--- src/rtl/uart_pkg.sv ---
// Types and helpers shared by the host-link UART receiver and transmitter.
package uart_pkg;

  typedef enum logic [2:0] {
    IDLE,
    START,
    DATA,
    STOP,
    WAIT_HIGH
  } uart_state_t;

  function automatic int unsigned clks_per_bit(input int unsigned freq, input int unsigned baud);
    return freq / baud;
  endfunction

endpackage

--- src/rtl/uart_rx_if.sv ---
// Received-byte stream plus error pulses; master is the receiver, slave the consumer.
interface uart_rx_if;

  logic [7:0] rx_data;
  logic       rx_valid;
  logic       rx_ready;
  logic       frame_err;
  logic       overrun;

  modport master (
    output rx_data,
    output rx_valid,
    output frame_err,
    output overrun,
    input  rx_ready
  );

  modport slave (
    input  rx_data,
    input  rx_valid,
    input  frame_err,
    input  overrun,
    output rx_ready
  );

endinterface

--- src/rtl/sync_2ff.sv ---
// Generic two-flop synchroniser for asynchronous inputs, with a selectable reset value.
module sync_2ff #(
  parameter int unsigned      WIDTH     = 1,
  parameter logic [WIDTH-1:0] RESET_VAL = {WIDTH{1'b1}}
) (
  input  logic             clk,
  input  logic             rst,
  input  logic [WIDTH-1:0] i_d,
  output logic [WIDTH-1:0] o_q
);

  logic [WIDTH-1:0] r_meta;
  logic [WIDTH-1:0] r_sync;

  always_ff @(posedge clk) begin
    if (rst) begin
      r_meta <= RESET_VAL;
      r_sync <= RESET_VAL;
    end else begin
      r_meta <= i_d;
      r_sync <= r_meta;
    end
  end

  assign o_q = r_sync;

endmodule

--- src/rtl/uart_rx.sv ---
// 8N1 UART receiver: mid-bit sampling, false-start rejection, framing-error and overrun
// reporting, delivering bytes through a one-entry holding register on a valid/ready stream.
module uart_rx
  import uart_pkg::*;
#(
  parameter int unsigned CLOCK_FREQ = 100_000_000,
  parameter int unsigned BAUD_RATE  = 115200
) (
  input  logic      clk,
  input  logic      rst,
  input  logic      rx,
  uart_rx_if.master bus
);

  localparam int unsigned CLKS_PER_BIT = clks_per_bit(CLOCK_FREQ, BAUD_RATE);
  localparam int unsigned HALF_BIT     = CLKS_PER_BIT / 2;
  localparam logic [15:0] BIT_LAST     = 16'(CLKS_PER_BIT - 1);
  localparam logic [15:0] HALF_LAST    = 16'(HALF_BIT - 1);

  uart_state_t r_state;
  uart_state_t w_state_next;
  logic [15:0] r_clk_count;
  logic [2:0]  r_bit_index;
  logic [7:0]  r_shift;
  logic [7:0]  r_data;
  logic        r_valid;
  logic        r_frame_err;
  logic        r_overrun;
  logic        w_rx_s;
  logic        w_shift;
  logic        w_deliver;
  logic        w_frame_err;
  logic        w_accept;
  logic        w_counting;

  sync_2ff #(
    .WIDTH     (1),
    .RESET_VAL (1'b1)
  ) u_sync (
    .clk (clk),
    .rst (rst),
    .i_d (rx),
    .o_q (w_rx_s)
  );

  always_ff @(posedge clk) begin
    if (rst) begin
      r_state <= IDLE;
    end else begin
      r_state <= w_state_next;
    end
  end

  always_comb begin
    w_state_next = r_state;
    w_shift      = 1'b0;
    w_deliver    = 1'b0;
    w_frame_err  = 1'b0;
    case (r_state)
      IDLE: begin
        if (!w_rx_s) w_state_next = START;
      end
      START: begin
        // A start bit that is high again at mid-bit was a glitch.
        if (r_clk_count == HALF_LAST) w_state_next = w_rx_s ? IDLE : DATA;
      end
      DATA: begin
        if (r_clk_count == BIT_LAST) begin
          w_shift = 1'b1;
          if (r_bit_index == 3'd7) w_state_next = STOP;
        end
      end
      STOP: begin
        if (r_clk_count == BIT_LAST) begin
          if (w_rx_s) begin
            w_deliver    = 1'b1;
            w_state_next = IDLE;
          end else begin
            w_frame_err  = 1'b1;
            w_state_next = WAIT_HIGH;
          end
        end
      end
      WAIT_HIGH: begin
        if (w_rx_s) w_state_next = IDLE;
      end
      default: w_state_next = IDLE;
    endcase
  end

  assign w_counting = (r_state == START) || (r_state == DATA) || (r_state == STOP);

  // The bit timer restarts on every state change and after each data sample.
  always_ff @(posedge clk) begin
    if (rst) begin
      r_clk_count <= '0;
      r_bit_index <= '0;
      r_shift     <= '0;
    end else begin
      if (w_shift) r_shift <= {w_rx_s, r_shift[7:1]};
      if (w_state_next != r_state) begin
        r_clk_count <= '0;
        r_bit_index <= '0;
      end else if (w_shift) begin
        r_clk_count <= '0;
        r_bit_index <= r_bit_index + 3'd1;
      end else if (w_counting) begin
        r_clk_count <= r_clk_count + 16'd1;
      end
    end
  end

  assign w_accept = r_valid && bus.rx_ready;

  // A new byte may replace the held one only if the consumer takes it in the same cycle.
  always_ff @(posedge clk) begin
    if (rst) begin
      r_data      <= '0;
      r_valid     <= 1'b0;
      r_frame_err <= 1'b0;
      r_overrun   <= 1'b0;
    end else begin
      r_frame_err <= w_frame_err;
      r_overrun   <= 1'b0;
      if (w_deliver) begin
        if (!r_valid || w_accept) begin
          r_data  <= r_shift;
          r_valid <= 1'b1;
        end else begin
          r_overrun <= 1'b1;
        end
      end else if (w_accept) begin
        r_valid <= 1'b0;
      end
    end
  end

  assign bus.rx_data   = r_data;
  assign bus.rx_valid  = r_valid;
  assign bus.frame_err = r_frame_err;
  assign bus.overrun   = r_overrun;

endmodule

--- src/flat_wrapper.sv ---
// flat-port wrapper written by rule: the top's interface ports become plain ports
module uart_rx_flat import uart_pkg::*;
#(
  parameter int unsigned CLOCK_FREQ = 100_000_000,
  parameter int unsigned BAUD_RATE  = 115200
)
  (clk, rst, rx, bus_rx_data, bus_rx_valid, bus_frame_err, bus_overrun, bus_rx_ready);
  uart_rx_if bus_i ();
  input  logic clk;
  input  logic rst;
  input  logic rx;
  output wire logic [$bits(bus_i.rx_data)-1:0] bus_rx_data;
  output wire logic [$bits(bus_i.rx_valid)-1:0] bus_rx_valid;
  output wire logic [$bits(bus_i.frame_err)-1:0] bus_frame_err;
  output wire logic [$bits(bus_i.overrun)-1:0] bus_overrun;
  input wire logic [$bits(bus_i.rx_ready)-1:0] bus_rx_ready;
  assign bus_rx_data = bus_i.rx_data;
  assign bus_rx_valid = bus_i.rx_valid;
  assign bus_frame_err = bus_i.frame_err;
  assign bus_overrun = bus_i.overrun;
  assign bus_i.rx_ready = bus_rx_ready;
  uart_rx #(.CLOCK_FREQ(CLOCK_FREQ), .BAUD_RATE(BAUD_RATE)) u_core (.clk(clk), .rst(rst), .rx(rx), .bus(bus_i));
endmodule
--- config.mk ---
export PLATFORM = sky130hd
export DESIGN_NAME = uart_rx_flat
export DESIGN_NICKNAME = d
export VERILOG_FILES = /design/src/rtl/uart_pkg.sv /design/src/rtl/uart_rx_if.sv /design/src/rtl/sync_2ff.sv /design/src/rtl/uart_rx.sv /design/src/flat_wrapper.sv
export SDC_FILE = /design/constraint.sdc
export NUM_CORES = 1
export LEC_CHECK = 0
export CAP_MARGIN = 20
export CORE_MARGIN = 1.5
export CORE_UTILIZATION = 40
export DETAILED_ROUTE_END_ITERATION = 8
export DONT_BUFFER_PORTS = 1
export GPL_TIMING_DRIVEN = 0
export SLEW_MARGIN = 20
export SYNTH_ARGS = -nofsm -noshare
export SYNTH_HDL_FRONTEND = slang
export SYNTH_SLANG_ARGS = --single-unit
--- constraint.sdc ---
create_clock -name clk -period 5.6 [get_ports clk]
set_input_delay 0.28 -clock clk [delete_from_list [all_inputs] [get_ports clk]]
set_output_delay 0.28 -clock clk [all_outputs]
set_load 0.05 [all_outputs]
==> flow_summary.yaml <==
grt:
  grt_max_degree: 15
  grt_use_total: 0.139
  overflow: 0
  antenna_found_initial: 0
  grt_pass1_vias: 1210
  grt_pass1_wl_um: 5660
route:
  drtIter0Drc: 113
  via_per_inst: 5.20
  wl_per_cell_um: 12.7
  route.antenna.remaining_nets: 0
  vias: 1353
  finalWirelength_um: 3300
  drt_pass1_iterations: 4
  drc: 0
cts:
  htree_num_levels: 2
  ctsLongestPathBuffers: 2
  cts_tree: "built"
  cts_root_buf: "clkbuf_8"
  clk-insertion-delay-late_ns: 0.30
  path_clk_slew_ns: 0.08
  holdBufCountCts: 0
  cts_made_buffers: 5
  cts.sinks: 43
  cts_resized: 0
  cts_setup_buffers: 0
timing:
  final-setup-viol-count: 0
  finClkSkew_ns: 0.00702
  rsz0062_at_grt: "false"
  hold_viol: 0
  max_freq_ghz: 0.402
  setup_tns_ns: 0
  maxSlewViolCount: 0
  worst_pin_slew_ns: 0.517
  slew-limit-headroom: 0.653
  finalCriticalPeriod_ns: 2.49
  period_share: 0.444
yosys:
  netlist_top_cells_area: "dfxtp_1 46%, nor2_1 9.1%, mux2i_1 9.0%"
  synth_most_common_cell: "nor2_1"
  synth_top_area_frac: 0.456
  syn_nets: 208
  async_reset_ff_frac: 0
  synth-edff-count: 0
  yosys_warnings: 0
  synthesis.instances: 200
  syn_area_per_cell_um2: 9.44
  synth_cell_types: 36
  synthTopCellsByCount: "46 x nor2_1, 43 x dfxtp_1, 17 x mux2i_1"
  synth.largest_area_cell: "dfxtp_1"
  ys_seq_area_frac: 0.456
  synth_ff_type: "dfxtp_1"
  syn_area_mm2: 0.00189
  synth_seq_cells: 43
critical_path:
  end_kind: "flop"
  critPathLaunchType: "flop"
  path_class: "reg2reg"
  critPathMaxFanout: 10
  arrival_ns: 2.68
  crit_required_ns: 5.79
floorplan:
  die_area_mm2: 0.00514
  io_pins: 15
  fp.dieW_um: 71.7
  rows: 24
  die_height_um: 71.7
  start_util: 0.425
  core_area_mm2: 0.00444
final_layout:
  final_area_mm2: 0.00207
  insertedDiodeCount: 0
  syn_to_final_growth_pct: 9.41
  drive_gt1_frac: 0.0962
  nets: 215
outcome:
  outcome: "complete, no violations"
power_and_ir_drop:
  comb_power_share: 0.037
  p_sw_mw: 0.122
  p_int_mw: 0.447
  powerDensity_mw_per_mm2: 276
  p_seq_frac: 0.543
  clockPowerShare: 0.420
  swShare: 0.215
  p_leak_nw: 0.764
  ir_drop_mv: 0.122
flow_run:
  cap_violations: 0
place:
  hpwl_um: 2270
  gp_congestion: 0.821
  placed_area_mm2: 0.00195
  io_buffer_count: 0
worst_hold_path:
  hold_class: "in2reg"
==> through the flow <==
stage | util | power, mW | setup WS [ns] | std cells | hold slack, ns
after floorplan | - | 0.332 | 3.44 | 200 | 0.384
after global placement | 0.439 | 0.338 | 3.13 | 252 | 0.386
after detailed placement | 0.439 | 0.338 | 3.11 | 252 | 0.387
after CTS | 0.465 | 0.578 | 3.09 | 260 | 0.0746
after global routing | 0.465 | 0.589 | 2.92 | 260 | 0.0681
final | 0.465 | 0.570 | 3.11 | 260 | 0.0823
==> sequential cells by signal, indices dropped and copies added (netlist names) <==
signal,count
u_core.bus.rx_valid,1
u_core.bus.frame_err,1
u_core.bus.rx_data,8
u_core.r_state,3
u_core.r_shift,8
u_core.r_bit_index,3
u_core.u_sync.o_q,1
u_core.u_sync.r_meta,1
u_core.r_clk_count,16
u_core.bus.overrun,1
==> worst max-delay path, cell delays in order, from the launching register on <==
cell and delay [ns]:
dfxtp_1 0.41, ha_1 0.24, or4bb_1 0.54, nor4_4 0.41
a211oi_1 0.18, a31oi_4 0.31, buf_4 0.23, nor2_1 0.06
==> metal layers <==
layer | GRT usage | vias to the layer above | wire length [um]
met5 | 0 | - | 0
met4 | 0.0755 | 0 | 55
met3 | 0.0352 | 5 | 114
met2 | 0.181 | 20 | 1350
met1 | 0.207 | 623 | 1780
li1 | - | 705 | -
==> cells in the final DEF, fill, tap and decap left out, types with 2 or more instances in the layout <==
cell type,instances
and3_1,2
nor4_1,2
a211oi_1,2
clkbuf_1,6
or4bb_1,2
a21oi_1,5
nand2_1,7
inv_1,3
nand4_1,5
or4_1,2
buf_4,2
xnor2_1,9
nor2_1,46
and4_1,5
clkbuf_8,5
or4_4,2
xor2_1,8
nand3_1,8
or2_2,2
dfxtp_1,43
nor3_1,4
ha_1,4
mux2i_1,17
==> power groups by stage <==
stage               clock network [mW]  logic, mW  registers (mW)
finish                           0.239     0.0209           0.309
global route                     0.256     0.0234           0.310
CTS                              0.247     0.0212           0.309
detailed placement                   0     0.0209           0.317
global placement                     0     0.0211           0.317
floorplan                            0     0.0163           0.316
==> path summary, 6_finish.rpt <==
| check | cells after the start | slack (ns) | startpoint | endpoint |
|---|---|---|---|---|
| worst max-delay path | 7 | 3.11 | u_core.r_clk_count[0]$_SDFFE_PP0P_ | u_core.r_clk_count[0]$_SDFFE_PP0P_ |
| worst min-delay path | 1 | 0.08 | rx | u_core.u_sync.r_meta$_SDFF_PP1_ |
| worst max register to register | 7 | 3.11 | u_core.r_clk_count[0]$_SDFFE_PP0P_ | u_core.r_clk_count[0]$_SDFFE_PP0P_ |
| worst min register to register | 1 | 0.42 | u_core.u_sync.r_meta$_SDFF_PP1_ | u_core.u_sync.o_q$_SDFF_PP1_ |
==> layout make-up <==
class                   instances  area (um^2)
inverters                       3         11.3
clock buffers                   5         68.8
plain buffers                   9         48.8
clock inverters                 3         43.8
flip-flops and latches         43          861
fillers                       426         2380
multi-input cells             145          967
well taps                      52         65.1
==> logic make-up (layout without fill, tap and decap cells) <==
kind of cell | Yosys count | after routing | synth area share
AND/OR/NAND/NOR | 94 | 94 | 0.263
adder cells (fa/ha/maj) | 4 | 4 | 0.0265
flip-flops | 43 | 43 | 0.456
XOR/XNOR | 17 | 17 | 0.0789
buffers and inverters | 12 | 20 | 0.0318
AO/OA/AOI/OAI | 13 | 13 | 0.0537
multiplexers | 17 | 17 | 0.0901
Note: power is estimated with default switching activity, not from simulation.
